## src/rtl/vga_pkg.sv

```systemverilog
// Shared raster timing definitions for the VGA timing generator.
// Holds the standard mode geometries, the default counter width, the
// region encoding used by the axis counters and the axis-total helper.
package vga_pkg;

   // Default counter / coordinate width (covers totals up to 2048).
   localparam int unsigned VGA_CNT_W = 11;

   // One axis of raster geometry, in pixels (horizontal) or lines (vertical).
   typedef struct packed {
      int unsigned active;
      int unsigned fp;
      int unsigned sync;
      int unsigned bp;
   } axis_timing_t;

   // 640x480@60, 25 MHz pixel clock, negative sync polarity.
   localparam axis_timing_t VGA_640X480_H   = '{active: 640, fp: 16, sync: 96,  bp: 48};
   localparam axis_timing_t VGA_640X480_V   = '{active: 480, fp: 10, sync: 2,   bp: 33};
   localparam bit           VGA_640X480_POL = 1'b0;

   // 800x600@60, 40 MHz pixel clock, positive sync polarity.
   localparam axis_timing_t VGA_800X600_H   = '{active: 800, fp: 40, sync: 128, bp: 88};
   localparam axis_timing_t VGA_800X600_V   = '{active: 600, fp: 1,  sync: 4,   bp: 23};
   localparam bit           VGA_800X600_POL = 1'b1;

   // Region of an axis position; order along the axis is fixed.
   typedef enum logic [1:0] {
      REG_ACTIVE = 2'd0,
      REG_FP     = 2'd1,
      REG_SYNC   = 2'd2,
      REG_BP     = 2'd3
   } region_t;

   // Total positions along one axis.
   function automatic int unsigned axis_total(
      input int unsigned active,
      input int unsigned fp,
      input int unsigned sync,
      input int unsigned bp
   );
      return active + fp + sync + bp;
   endfunction

   // First position of the sync region along one axis.
   function automatic int unsigned axis_sync_start(
      input int unsigned active,
      input int unsigned fp
   );
      return active + fp;
   endfunction

endpackage

```

## src/rtl/vga_sync_counter.sv

```systemverilog
// Generic raster axis counter: counts 0..TOTAL-1 on each Inc and wraps.
// Decodes the current position into active / front porch / sync / back
// porch and exposes Active and Sync flags plus a combinational Wrap that
// is high on the Inc cycle that returns the count to zero.
module vga_sync_counter
   import vga_pkg::*;
#(
   parameter int unsigned ACTIVE  = VGA_640X480_H.active,
   parameter int unsigned FP      = VGA_640X480_H.fp,
   parameter int unsigned SYNC    = VGA_640X480_H.sync,
   parameter int unsigned BP      = VGA_640X480_H.bp,
   parameter int unsigned CNT_W   = VGA_CNT_W,
   parameter int unsigned RST_VAL = 0
) (
   input  logic             Clk,
   input  logic             RstN,
   input  logic             Inc,
   output logic [CNT_W-1:0] Cnt,
   output logic             Wrap,
   output logic             Active,
   output logic             Sync
);

   localparam int unsigned      TOTAL      = axis_total(ACTIVE, FP, SYNC, BP);
   localparam int unsigned      SYNC_START = axis_sync_start(ACTIVE, FP);
   localparam int unsigned      BP_START   = SYNC_START + SYNC;
   localparam logic [CNT_W-1:0] LAST       = CNT_W'(TOTAL - 1);
   localparam logic [CNT_W-1:0] PRESET     = CNT_W'(RST_VAL);

   if (longint'(TOTAL) > (longint'(1) << CNT_W)) begin : g_chk_width
      $error("vga_sync_counter: axis total does not fit in CNT_W bits");
   end
   if (RST_VAL >= TOTAL) begin : g_chk_preset
      $error("vga_sync_counter: RST_VAL must lie inside the axis");
   end

   region_t     region;
   logic        at_last;
   int unsigned cnt_i;

   // Classify the current position into its raster region.
   always_comb begin
      cnt_i = 32'(Cnt);
      if (cnt_i < ACTIVE) begin
         region = REG_ACTIVE;
      end else if (cnt_i < SYNC_START) begin
         region = REG_FP;
      end else if (cnt_i < BP_START) begin
         region = REG_SYNC;
      end else begin
         region = REG_BP;
      end
   end

   // Region flags and wrap strobe derived from the current position.
   always_comb begin
      at_last = (Cnt == LAST);
      Wrap    = Inc && at_last;
      Active  = (region == REG_ACTIVE);
      Sync    = (region == REG_SYNC);
   end

   // Modulo-TOTAL position register, preset to RST_VAL on reset.
   always_ff @(posedge Clk or negedge RstN) begin
      if (!RstN) begin
         Cnt <= PRESET;
      end else if (Inc) begin
         Cnt <= at_last ? '0 : Cnt + CNT_W'(1);
      end
   end

endmodule

```

## src/rtl/vga_timing.sv

```systemverilog
// Raster timing generator for the pixel clock domain.
// Produces registered HSync/VSync, DataEn, active-pixel coordinates and
// line/frame start strobes, all from the same counter snapshot.
// Optional macro VGA_TIMING_PREFETCH_EN adds FetchEn/FetchX/FetchY, which
// show the DataEn/PixX/PixY values FETCH_LEAD cycles ahead of time.
module vga_timing
   import vga_pkg::*;
#(
   parameter int unsigned H_ACTIVE   = VGA_640X480_H.active,
   parameter int unsigned H_FP       = VGA_640X480_H.fp,
   parameter int unsigned H_SYNC     = VGA_640X480_H.sync,
   parameter int unsigned H_BP       = VGA_640X480_H.bp,
   parameter int unsigned V_ACTIVE   = VGA_640X480_V.active,
   parameter int unsigned V_FP       = VGA_640X480_V.fp,
   parameter int unsigned V_SYNC     = VGA_640X480_V.sync,
   parameter int unsigned V_BP       = VGA_640X480_V.bp,
   parameter bit          H_SYNC_POL = VGA_640X480_POL,
   parameter bit          V_SYNC_POL = VGA_640X480_POL,
   parameter int unsigned CNT_W      = VGA_CNT_W,
   parameter int unsigned FETCH_LEAD = 2
) (
   input  logic             Clk,
   input  logic             RstN,
   output logic             HSync,
   output logic             VSync,
   output logic             DataEn,
   output logic [CNT_W-1:0] PixX,
   output logic [CNT_W-1:0] PixY,
   output logic             LineStart,
   output logic             FrameStart
`ifdef VGA_TIMING_PREFETCH_EN
   ,
   output logic             FetchEn,
   output logic [CNT_W-1:0] FetchX,
   output logic [CNT_W-1:0] FetchY
`endif
);

   localparam int unsigned H_TOTAL = axis_total(H_ACTIVE, H_FP, H_SYNC, H_BP);
   localparam int unsigned V_TOTAL = axis_total(V_ACTIVE, V_FP, V_SYNC, V_BP);

   if (H_ACTIVE < 1 || H_FP < 1 || H_SYNC < 1 || H_BP < 1 ||
       V_ACTIVE < 1 || V_FP < 1 || V_SYNC < 1 || V_BP < 1) begin : g_chk_region
      $error("vga_timing: every active/porch/sync region must be at least 1");
   end
   if (longint'(H_TOTAL) > (longint'(1) << CNT_W) ||
       longint'(V_TOTAL) > (longint'(1) << CNT_W)) begin : g_chk_total
      $error("vga_timing: H_TOTAL and V_TOTAL must not exceed 2**CNT_W");
   end
   if (FETCH_LEAD >= H_FP + H_SYNC + H_BP) begin : g_chk_lead
      $error("vga_timing: FETCH_LEAD must be shorter than the horizontal blanking");
   end

   logic [CNT_W-1:0] h_cnt;
   logic [CNT_W-1:0] v_cnt;
   logic             h_wrap;
   logic             v_wrap;
   logic             h_active;
   logic             v_active;
   logic             h_sync;
   logic             v_sync;
   logic             unused_sigs;

   vga_sync_counter #(
      .ACTIVE  (H_ACTIVE),
      .FP      (H_FP),
      .SYNC    (H_SYNC),
      .BP      (H_BP),
      .CNT_W   (CNT_W),
      .RST_VAL (0)
   ) u_h_cnt (
      .Clk    (Clk),
      .RstN   (RstN),
      .Inc    (1'b1),
      .Cnt    (h_cnt),
      .Wrap   (h_wrap),
      .Active (h_active),
      .Sync   (h_sync)
   );

   vga_sync_counter #(
      .ACTIVE  (V_ACTIVE),
      .FP      (V_FP),
      .SYNC    (V_SYNC),
      .BP      (V_BP),
      .CNT_W   (CNT_W),
      .RST_VAL (0)
   ) u_v_cnt (
      .Clk    (Clk),
      .RstN   (RstN),
      .Inc    (h_wrap),
      .Cnt    (v_cnt),
      .Wrap   (v_wrap),
      .Active (v_active),
      .Sync   (v_sync)
   );

   // Register every output from the same (h_cnt, v_cnt) snapshot.
   always_ff @(posedge Clk or negedge RstN) begin
      if (!RstN) begin
         HSync      <= ~H_SYNC_POL;
         VSync      <= ~V_SYNC_POL;
         DataEn     <= 1'b0;
         PixX       <= '0;
         PixY       <= '0;
         LineStart  <= 1'b0;
         FrameStart <= 1'b0;
      end else begin
         HSync      <= h_sync ? H_SYNC_POL : ~H_SYNC_POL;
         VSync      <= v_sync ? V_SYNC_POL : ~V_SYNC_POL;
         DataEn     <= h_active && v_active;
         PixX       <= h_active ? h_cnt : '0;
         PixY       <= v_active ? v_cnt : '0;
         LineStart  <= (h_cnt == '0);
         FrameStart <= (h_cnt == '0) && (v_cnt == '0);
      end
   end

`ifdef VGA_TIMING_PREFETCH_EN
   logic [CNT_W-1:0] f_h_cnt;
   logic [CNT_W-1:0] f_v_cnt;
   logic             f_h_wrap;
   logic             f_v_wrap;
   logic             f_h_active;
   logic             f_v_active;
   logic             f_h_sync;
   logic             f_v_sync;

   // Lead counter pair: starts FETCH_LEAD pixels into row 0, so line and
   // frame carries happen exactly FETCH_LEAD cycles before the main pair.
   vga_sync_counter #(
      .ACTIVE  (H_ACTIVE),
      .FP      (H_FP),
      .SYNC    (H_SYNC),
      .BP      (H_BP),
      .CNT_W   (CNT_W),
      .RST_VAL (FETCH_LEAD)
   ) u_fh_cnt (
      .Clk    (Clk),
      .RstN   (RstN),
      .Inc    (1'b1),
      .Cnt    (f_h_cnt),
      .Wrap   (f_h_wrap),
      .Active (f_h_active),
      .Sync   (f_h_sync)
   );

   vga_sync_counter #(
      .ACTIVE  (V_ACTIVE),
      .FP      (V_FP),
      .SYNC    (V_SYNC),
      .BP      (V_BP),
      .CNT_W   (CNT_W),
      .RST_VAL (0)
   ) u_fv_cnt (
      .Clk    (Clk),
      .RstN   (RstN),
      .Inc    (f_h_wrap),
      .Cnt    (f_v_cnt),
      .Wrap   (f_v_wrap),
      .Active (f_v_active),
      .Sync   (f_v_sync)
   );

   // Register the fetch view with the same one-cycle latency as the main view.
   always_ff @(posedge Clk or negedge RstN) begin
      if (!RstN) begin
         FetchEn <= 1'b0;
         FetchX  <= '0;
         FetchY  <= '0;
      end else begin
         FetchEn <= f_h_active && f_v_active;
         FetchX  <= f_h_active ? f_h_cnt : '0;
         FetchY  <= f_v_active ? f_v_cnt : '0;
      end
   end

   // Frame wrap and lead-counter sync flags have no consumer.
   always_comb begin
      unused_sigs = ^{v_wrap, f_v_wrap, f_h_sync, f_v_sync};
   end
`else
   // Frame wrap has no consumer.
   always_comb begin
      unused_sigs = v_wrap;
   end
`endif

endmodule

```

## config.mk

```make
export PLATFORM = sky130hd
export DESIGN_NAME = vga_timing
export DESIGN_NICKNAME = d
export VERILOG_FILES = /design/src/rtl/vga_pkg.sv /design/src/rtl/vga_sync_counter.sv /design/src/rtl/vga_timing.sv
export SDC_FILE = /design/constraint.sdc
export NUM_CORES = 1
export LEC_CHECK = 0
export BUFFER_PORTS_ARGS = -buffer_cell sky130_fd_sc_hd__buf_2
export CAP_MARGIN = 20
export CORE_MARGIN = 3
export CORE_UTILIZATION = 60
export CTS_BUF_LIST = sky130_fd_sc_hd__clkbuf_16
export DETAILED_ROUTE_END_ITERATION = 10
export GPL_TIMING_DRIVEN = 0
export PLACE_DENSITY_LB_ADDON = 0.05
export RECOVER_POWER = 25
export SETUP_SLACK_MARGIN = 0.3
export SYNTH_ARGS = -nofsm -noshare
export SYNTH_HDL_FRONTEND = slang
export SYNTH_SLANG_ARGS = --single-unit
```

## constraint.sdc

```tcl
create_clock -name Clk -period 2.5 [get_ports Clk]
set_clock_uncertainty 0.05 [all_clocks]
set_input_delay 0.625 -clock Clk [delete_from_list [all_inputs] [get_ports Clk]]
set_output_delay 0.625 -clock Clk [all_outputs]
set_load 0.005 [all_outputs]
```

==> run summary, run 1 <==
outcome: complete, no violations
final setup violation count: 0
IO Count: 29
Seq. cell area: 1229 um2
antenna violations before repair: 0
clk sink count: 49
share of layout cells above drive strength 1: 23.98%
vias in the first global route: 1390
1st-iter DRT viols: 46
post-route ant nets: 0
synth top area cells: dfrtp_1 (57%), and2_1 (4.5%), xor2_1 (3.8%), nor2_1 (2.7%), dfstp_2 (2.5%)
Critical Path Source Type: register
maximum VDD drop: 557.3 uV
drt pass-1 iters: 4
Netlist cell types: 41
Buf/Inv on CP: 1
crit-path max cell delay: 0.43 ns
multi-input combinational cell area: 777.0 um2
Setup TNS: 0 ns
setup bufs post-CTS: 0
unrepaired setup endpoints after global routing: no
Die Height: 64.82 um
crit-path cells: inv_1 -> ha_1 -> nor4b_2 -> nand3_1 -> a21o_1 -> a21o_1
Longest Clk Path Bufs: 2
area leader, netlist: dfrtp_1
Fmax: 539.0 MHz
commonest non-fill, non-tap cell in the layout: dfrtp_1
Cells after Synth: 182
Nets: 226
cts repair resizes: 0
Tightest Hold Check Type: in -> async
CP max stage cell: dfrtp_1
clock buffers created by TritonCTS: 5
CTS tree: done
DRC Markers: 0
kind of critical path: reg -> reg
DP Wirelength: 2.545 mm
fin crit period: 1.855 ns
H-tree depth: 2
Worst EP arrival: 1.99 ns
WL/cell: 14.62 um
fraction of registers with async set/reset: 100.0%
Seq cells post-synth: 49
most frequent cells in the layout: dfrtp_1 (47), buf_2 (32), nor2_1 (15), and2_1 (15), nand2_1 (11)
Power Dens Cells: 630.9 nW/um2
Buffers on Ports: 28
Tot Pwr: 0.001543 W
Final Slew Violations: 0
sequential-to-total area share from yosys stat: 59.19%
row count: 20
vias per inst: 5.543
CP Data Required Time: 2.63 ns
CP most frequent cell: a21o_1
post-synthesis cell area: 2076 um2
first-pass GRT wire length: 6.706 mm
Vias: 1469
CP Max Fanout: 5
relative slew slack: 30.44%
Leak: 1.218 nW
Tot GR Track Use: 21.46%
RD Place Congestion: 0.8836
Post-Route WL: 3.875 mm
number of synthesized flops with an enable pin: 0
Max-Cap Viols: 0
Die Span X: 64.82 um
layout filler cell count: 229
clk slew on worst S/H paths: 0.06 ns
Synth top area share: 56.66%
clk root buf: clkbuf_16
full die area: 4202 um2
Top FF cell, synth: dfrtp_1
Antenna Diode Count: 0
synthesized area per cell: 11.41 um2
slew of the pin with the lowest slew margin: 1.043 ns
Final period util: 74.21%
core outline area: 3178 um2
CP delay by family, top: simple AND/OR/NAND/NOR gates
final hold vios: 0
area grow syn2layout: 17.84%
Clk Latency, worst-skew pair: 0.29 ns
cts hold-fix bufs: 0
warnings from Yosys: 0
initial core utilization: 65.31%
GRT overflow: 0
largest net degree at the start of global routing: 50
CP Capture Type: register
[layout make-up]
| class | count | share of cell area, % |
|---|---|---|
| flip-flops and latches | 49 | 50.23 |
| multi-input cells | 120 | 31.76 |
| repair buffers | 29 | 5.882 |
| clock buffers | 5 | 5.115 |
| plain buffers | 10 | 2.404 |
| well taps | 44 | 2.251 |
| clock inverters | 3 | 1.586 |
| inverters | 5 | 0.7673 |
[power by group]
group / internal, W / switching [W]
logic: 0.00000242 / 0.0000158
registers: 0.000796 / 0.000000424
clock network: 0.000466 / 0.000263
[kinds of logic (layout without fill, tap and decap cells)]
family | after synthesis | in the layout | share of synthesized area [%]
and+or+nand+nor | 85 | 85 | 24.71
muxes | 1 | 1 | 0.5425
other | 1 | 3 | 0.1807
buffers and inverters | 15 | 52 | 3.737
xor gates and xnor gates | 11 | 11 | 4.642
AOI/OAI and AO/OA | 16 | 16 | 4.580
adders and majority gates | 4 | 4 | 2.411
DFF | 49 | 49 | 59.19
[Yosys cell counts, drive strengths merged (2+ instances only)]
cell,number
and4,5
nor4,4
and3,3
nor4b,2
a21o,2
nand2,11
o21ai,8
and2,16
xnor2,2
nand3,7
nor2,15
xor2,9
dfstp,2
nand4,6
buf,7
a31oi,2
clkbuf,3
inv,5
o31ai,2
ha,4
dfrtp,47
nor3,9
[registers in the layout (all words and copies together) (netlist names)]
name / cells
PixX: 11
PixY: 11
u_h_cnt.Cnt: 11
u_v_cnt.Cnt: 11
DataEn: 1
FrameStart: 1
HSync: 1
LineStart: 1
VSync: 1
[metrics by stage]
step	utilization, %	instances	cell area (um2)	hold WS, ns	setup slack (ns)
after floorplan	-	184	2083	0.2794	0.8406
after global placement	71.69	256	2278	0.4432	0.6988
after detailed placement	71.69	256	2278	0.4655	0.6405
after CTS	76.85	264	2442	0.4686	0.6571
after global routing	76.97	265	2446	0.4968	0.4301
final	76.97	265	2446	0.4511	0.6447
[final timing paths]
kind                                     start             end  slack [ns]  depth (start not counted)
worst min-delay path                      RstN          DataEn        0.45                          1
worst max register to register  u_v_cnt.Cnt[1]  u_v_cnt.Cnt[9]        0.64                          6
worst min register to register  u_h_cnt.Cnt[0]  u_h_cnt.Cnt[0]        0.47                          1
max in group asynchronous                 RstN  u_h_cnt.Cnt[3]        0.72                          2
worst max-delay path            u_v_cnt.Cnt[1]  u_v_cnt.Cnt[9]        0.64                          6
min in group Clk                u_h_cnt.Cnt[0]  u_h_cnt.Cnt[0]        0.47                          1
[layer usage]
metal	vias to the layer above	global-route usage (%)	share of wire [%]	routed length [um]
li1	699	-	-	-
met1	705	25.73	41	1585
met2	55	36.91	50	1928
met3	10	6.239	7.7	297
met4	0	7.124	1.6	63
met5	-	0	0	0
[worst reg2reg max path, stage by stage (launching register included)]
cell and delay [ns]:
dfrtp_1 0.43, inv_1 0.11, ha_1 0.17, nor4b_2 0.32
nand3_1 0.28, a21o_1 0.22, a21o_1 0.16
(Power assumes the default switching activity.)
==> run 2: changes to the inputs <==
CORE_UTILIZATION = 56   (was 60)
clock period = 1.8 ns   (was 2.5 ns; I/O delays follow)
==> run summary, run 2 (same netlist as run 1, synthesis figures left out) <==
outcome: complete, no violations
core outline area: 3442 um2
crit-path cells: buf_6 -> nor4_4 -> nand4_4 -> or4b_1 -> nand2_1
initial core utilization: 60.31%
row count: 21
Hold Crit Depth: 1
Power Dens Cells: 823.9 nW/um2
met2 Track Usage GR: 41.21%
1st-iter DRT viols: 165
unrepaired setup endpoints after global routing: yes
Post-Route WL: 5.472 mm
post-route ant nets: 0
Worst R2R Path Depth: 5
Seq pwr share: 46.9%
clk slew on worst S/H paths: 0.07 ns
hold endpoint: VSync
final setup margin: 0.04923 ns
layout filler cell count: 185
DRC Markers: 0
Worst R2R Setup Slack: 0.05 ns
Worst Setup SP: u_h_cnt.Cnt[7]
net load switching power: 0.0004429 W
share of layout cells above drive strength 1: 43.80%
CTS tree: done
largest net degree at the start of global routing: 50
Antenna Diode Count: 0
crit-path max cell delay: 0.51 ns
Final period util: 97.27%
Max-Cap Viols: 0
Clk Latency, worst-skew pair: 0.29 ns
final setup violation count: 0
most frequent cells in the layout: dfrtp_1 (46), buf_2 (30), buf_4 (16)
dpl ws: 0.07691 ns
Die Height: 66.88 um
kind of critical path: reg -> reg
Int Power: 0.001914 W
dpl cell area: 2332 um2
Die Span X: 66.88 um
vias per inst: 5.865
antenna violations before repair: 0
RD Place Congestion: 0.8910
Tot GR Track Use: 23.99%
maximum VDD drop: 590.8 uV
Worst EP arrival: 1.93 ns
commonest non-fill, non-tap cell in the layout: dfrtp_1
DP Wirelength: 2.828 mm
WL/cell: 19.00 um
Clock power frac: 51.8%
CP Max Fanout: 4
drt pass-1 iters: 4
Critical R2R Launch: u_h_cnt.Cnt[7]
Critical Path Source Type: register
global route hottest layer: met2
H-tree depth: 2
IO Count: 29
full die area: 4473 um2
GRT overflow: 0
final hold vios: 0
met1 Resource Use GR: 29.06%
vias in the first global route: 1630
CP max stage cell: or4b_1
Buffers on Ports: 28
fin crit period: 1.751 ns
area grow syn2layout: 37.79%
clock buffers created by TritonCTS: 5
clk root buf: clkbuf_16
clk sink count: 49
Tightest Hold Check Type: reg -> reg
Nets: 247
Vias: 1689
Buf/Inv on CP: 1
Seq. cell area: 1230 um2
met3 Use GR: 6.408%
Final Cell Area: 2860 um2
Leak: 1.439 nW
switching share of power: 18.79%
Longest Clk Path Bufs: 2
first-pass GRT wire length: 7.859 mm
combinational share of power: 1.3%
Core Util, Final: 83.10%
multi-input combinational cell area: 942.2 um2
CP delay by family, top: simple AND/OR/NAND/NOR gates
Final Slew Violations: 0
Setup TNS: 0 ns
Fmax: 571.2 MHz
CP Data Required Time: 1.98 ns
hold path startpoint: u_v_cnt.Cnt[1]
Reg-to-Reg End: u_v_cnt.Cnt[7]
CP Capture Type: register
==> run 2: metrics by stage <==
stage | hold WS [ns] | instances | power (W)
floorplan | 0.1044 | 184 | 0.001127
global placement | 0.4418 | 258 | 0.001151
detailed placement | 0.4747 | 258 | 0.001152
CTS | 0.3314 | 281 | 0.002349
global route | 0.4912 | 288 | 0.002410
finish | 0.4695 | 288 | 0.002357
==> run 2: worst max-delay path by stage <==
stage                       to  slack [ns]  cells past startpoint
2_1_floorplan  u_v_cnt.Cnt[10]        0.21                      5
3_3_place_gp    u_v_cnt.Cnt[9]        0.12                      6
3_5_place_dp   u_v_cnt.Cnt[10]        0.08                      5
4_1_cts        u_v_cnt.Cnt[10]        0.09                      5
5_1_grt        u_v_cnt.Cnt[10]      -0.003                      5
6_report        u_v_cnt.Cnt[7]        0.05                      5
==> run 2: area by class of cell <==
type | count | share of cell area [%]
plain buffers | 10 | 2.800
clock inverters | 3 | 2.406
flip-flops and latches | 49 | 43.00
repair buffers | 50 | 11.81
well taps | 46 | 2.012
clock buffers | 5 | 4.374
multi-input cells | 120 | 32.94
inverters | 5 | 0.6562
==> run 2: what timing repair did <==
action                                 4_1_cts  5_1_grt
buffers inserted                            14        5
endpoints found under the hold margin        0        7
resized for setup                           17       35
setup endpoints to repair                   24       29
gates cloned                                 1        0
pin swaps                                    7        9
hold buffers                                 0        1
==> run 2: per-layer routing <==
layer / vias to the layer above / wire (um) / share of wire, %
met1: 849 / 2180 / 40
met3: 14 / 387 / 7.1
li1: 745 / - / -
met2: 81 / 2792 / 51
met4: 0 / 112 / 2.0
met5: - / 0 / 0
==> run 2: worst reg2reg max path, delay by kind of cell, from the launching register on <==
family	cells	cell delay (ns)
simple gates	4	1.12
flops	1	0.38
buf+inv	1	0.13
==> run 2: power by group through the flow <==
| stage | sequential, W | combinational, W | clock (W) |
|---|---|---|---|
| floorplan | 0.00113 | 0.000000542 | 0 |
| global placement | 0.00113 | 0.0000256 | 0 |
| detailed placement | 0.00113 | 0.0000263 | 0 |
| CTS | 0.00111 | 0.0000265 | 0.00122 |
| global route | 0.00110 | 0.0000375 | 0.00127 |
| finish | 0.00111 | 0.0000318 | 0.00122 |
==> run 3: changes to the inputs <==
ABC_AREA = 1   (was default)
==> run summary, run 3 <==
outcome: complete, no violations
row count: 22
Clock power frac: 47.9%
final hold vios: 0
Die Height: 69.03 um
CP max stage cell: dfrtp_1
Seq cells post-synth: 49
switching share of power: 19.28%
Buffers on Ports: 28
largest net degree at the start of global routing: 50
DRC Markers: 0
GRT overflow: 0
drt pass-1 iters: 4
Fmax: 671.9 MHz
Critical R2R Launch: u_h_cnt.Cnt[1]
Worst Setup SP: u_h_cnt.Cnt[1]
crit-path max cell delay: 0.43 ns
clk slew on worst S/H paths: 0.06 ns
Core Util, Final: 72.93%
DP Wirelength: 2.973 mm
Nets: 299
maximum VDD drop: 489.9 uV
Antenna Diode Count: 0
Critical Path Source Type: register
Tot GR Track Use: 19.42%
Leak: 1.489 nW
WL/cell: 13.59 um
Max-Cap Viols: 0
sequential-to-total area share from yosys stat: 55.23%
area grow syn2layout: 22.72%
Top FF cell, synth: dfrtp_1
most frequent cells in the layout: dfrtp_1 (46), nand2_1 (46), nor2_1 (38)
antenna violations before repair: 0
Seq. cell area: 1230 um2
initial core utilization: 59.43%
full die area: 4765 um2
1st-iter DRT viols: 97
CTS tree: done
multi-input combinational cell area: 868.3 um2
CP delay by family, top: simple AND/OR/NAND/NOR gates
Longest Clk Path Bufs: 2
synth top area cells: dfrtp_1 (53%), nand2_1 (7.9%), nor2_1 (6.4%), inv_1 (6.2%), nand3_1 (3.1%)
clk root buf: clkbuf_16
vias in the first global route: 1583
Power Dens Cells: 800.2 nW/um2
Tot Pwr: 0.002185 W
Tightest Hold Check Type: reg -> reg
CP Capture Type: register
share of layout cells above drive strength 1: 26.19%
layout filler cell count: 301
IO Count: 29
Post-Route WL: 4.647 mm
warnings from Yosys: 0
Int Power: 0.001763 W
Cells after Synth: 248
Die Span X: 69.03 um
final setup violation count: 0
fin crit period: 1.488 ns
Netlist cell types: 31
Buf/Inv on CP: 1
Worst EP arrival: 1.62 ns
clock buffers created by TritonCTS: 5
number of synthesized flops with an enable pin: 0
first-pass GRT wire length: 7.389 mm
Final period util: 82.68%
vias per inst: 5.137
area leader, netlist: dfrtp_1
Clk Latency, worst-skew pair: 0.29 ns
Setup TNS: 0 ns
combinational share of power: 1.5%
RD Place Congestion: 0.8476
CP Max Fanout: 10
post-synthesis cell area: 2225 um2
clk sink count: 49
unrepaired setup endpoints after global routing: yes
hold path startpoint: u_v_cnt.Cnt[9]
Final Slew Violations: 0
CP Data Required Time: 1.93 ns
Synth top area share: 52.87%
core outline area: 3744 um2
H-tree depth: 2
synthesized area per cell: 8.970 um2
crit-path cells: ha_4 -> nand2_4 -> nor2_4 -> nand4_4 -> buf_6 -> nand2_1 -> o21ai_2
Vias: 1757
Seq pwr share: 50.6%
fraction of registers with async set/reset: 100.0%
net load switching power: 0.0004213 W
top post-synthesis cells by count: dfrtp_1 (47), nand2_1 (47), nor2_1 (38), inv_1 (37), nand3_1 (14)
post-route ant nets: 0
kind of critical path: reg -> reg
## run 3: cell types whose count changed in the layout (fill, tap and decap cells not counted), sizes merged, moves of 3 or more
cell / previous run / this run
buf: 55 / 39
and3: 3 / 0
nand3: 7 / 15
and4: 5 / 0
nand2: 11 / 51
nor2: 15 / 43
clkbuf: 9 / 6
xor2: 9 / 6
inv: 6 / 39
and2: 16 / 0
## run 3: power groups by stage
stage	Combinational (W)	Sequential [W]	Clock, W
detailed placement	0.0000267	0.00113	0
CTS	0.0000270	0.00111	0.00105
floorplan	0.000000542	0.00113	0
finish	0.0000319	0.00111	0.00105
global placement	0.0000264	0.00113	0
global route	0.0000370	0.00110	0.00111
## run 3: layout make-up
cell class / count / area share, %
plain buffers: 5 / 1.146
clock buffers: 5 / 4.583
clock inverters: 3 / 1.512
inverters: 40 / 5.866
multi-input cells: 156 / 31.81
flip-flops and latches: 49 / 45.05
well taps: 48 / 2.200
repair buffers: 36 / 7.837
## run 3: through the flow
step	cells	hold slack, ns	instance area [um2]	setup slack (ns)
after floorplan	250	0.1044	2232	0.5007
after CTS	334	0.3470	2599	0.3197
after global routing	342	0.5043	2730	0.2103
final	342	0.4661	2730	0.3117
after detailed placement	326	0.4297	2432	0.3442
after global placement	326	0.4259	2432	0.3733
## run 3: final timing paths
kind | end | slack (ns) | cells past startpoint
max | u_v_cnt.Cnt[7] | 0.31 | 7
max reg2reg | u_v_cnt.Cnt[7] | 0.31 | 7
min reg2reg | u_v_cnt.Cnt[9] | 0.47 | 2
min in group asynchronous | PixX[3] | 0.55 | 2
min | u_v_cnt.Cnt[9] | 0.47 | 2
max in group asynchronous | HSync | 0.54 | 3
## run 3: cells by family (layout without fill, tap and decap cells)
logic type / count (synthesis) / in the layout / synth area share, %
compound gates: 13 / 13 / 3.431
flops: 49 / 49 / 55.23
xor+xnor: 6 / 6 / 2.362
fa+ha+maj: 4 / 4 / 2.250
other cells: 1 / 3 / 0.1686
simple gates: 130 / 130 / 28.35
buf+inv: 45 / 89 / 8.211
## run 3: layer usage
layer | GRT usage [%] | part of all wire, % | vias to the layer above
met5 | 0 | 0 | -
met4 | 6.291 | 2.4 | 0
met3 | 5.831 | 6.1 | 12
met2 | 28.07 | 44 | 53
met1 | 28.03 | 47 | 827
li1 | - | - | 865
## run 3: repair_timing
action | CTS | global route
setup buffers | 0 | 6
resized for setup | 0 | 21
hold buffers | 0 | 1
endpoints found under the hold margin | 0 | 6
setup endpoints to repair | 0 | 16
## run 3: tightest hold or removal path, delay by kind of cell (launching register included)
| kind | cells | cell delay [ns] |
|---|---|---|
| flops | 1 | 0.37 |
| simple gates | 2 | 0.12 |
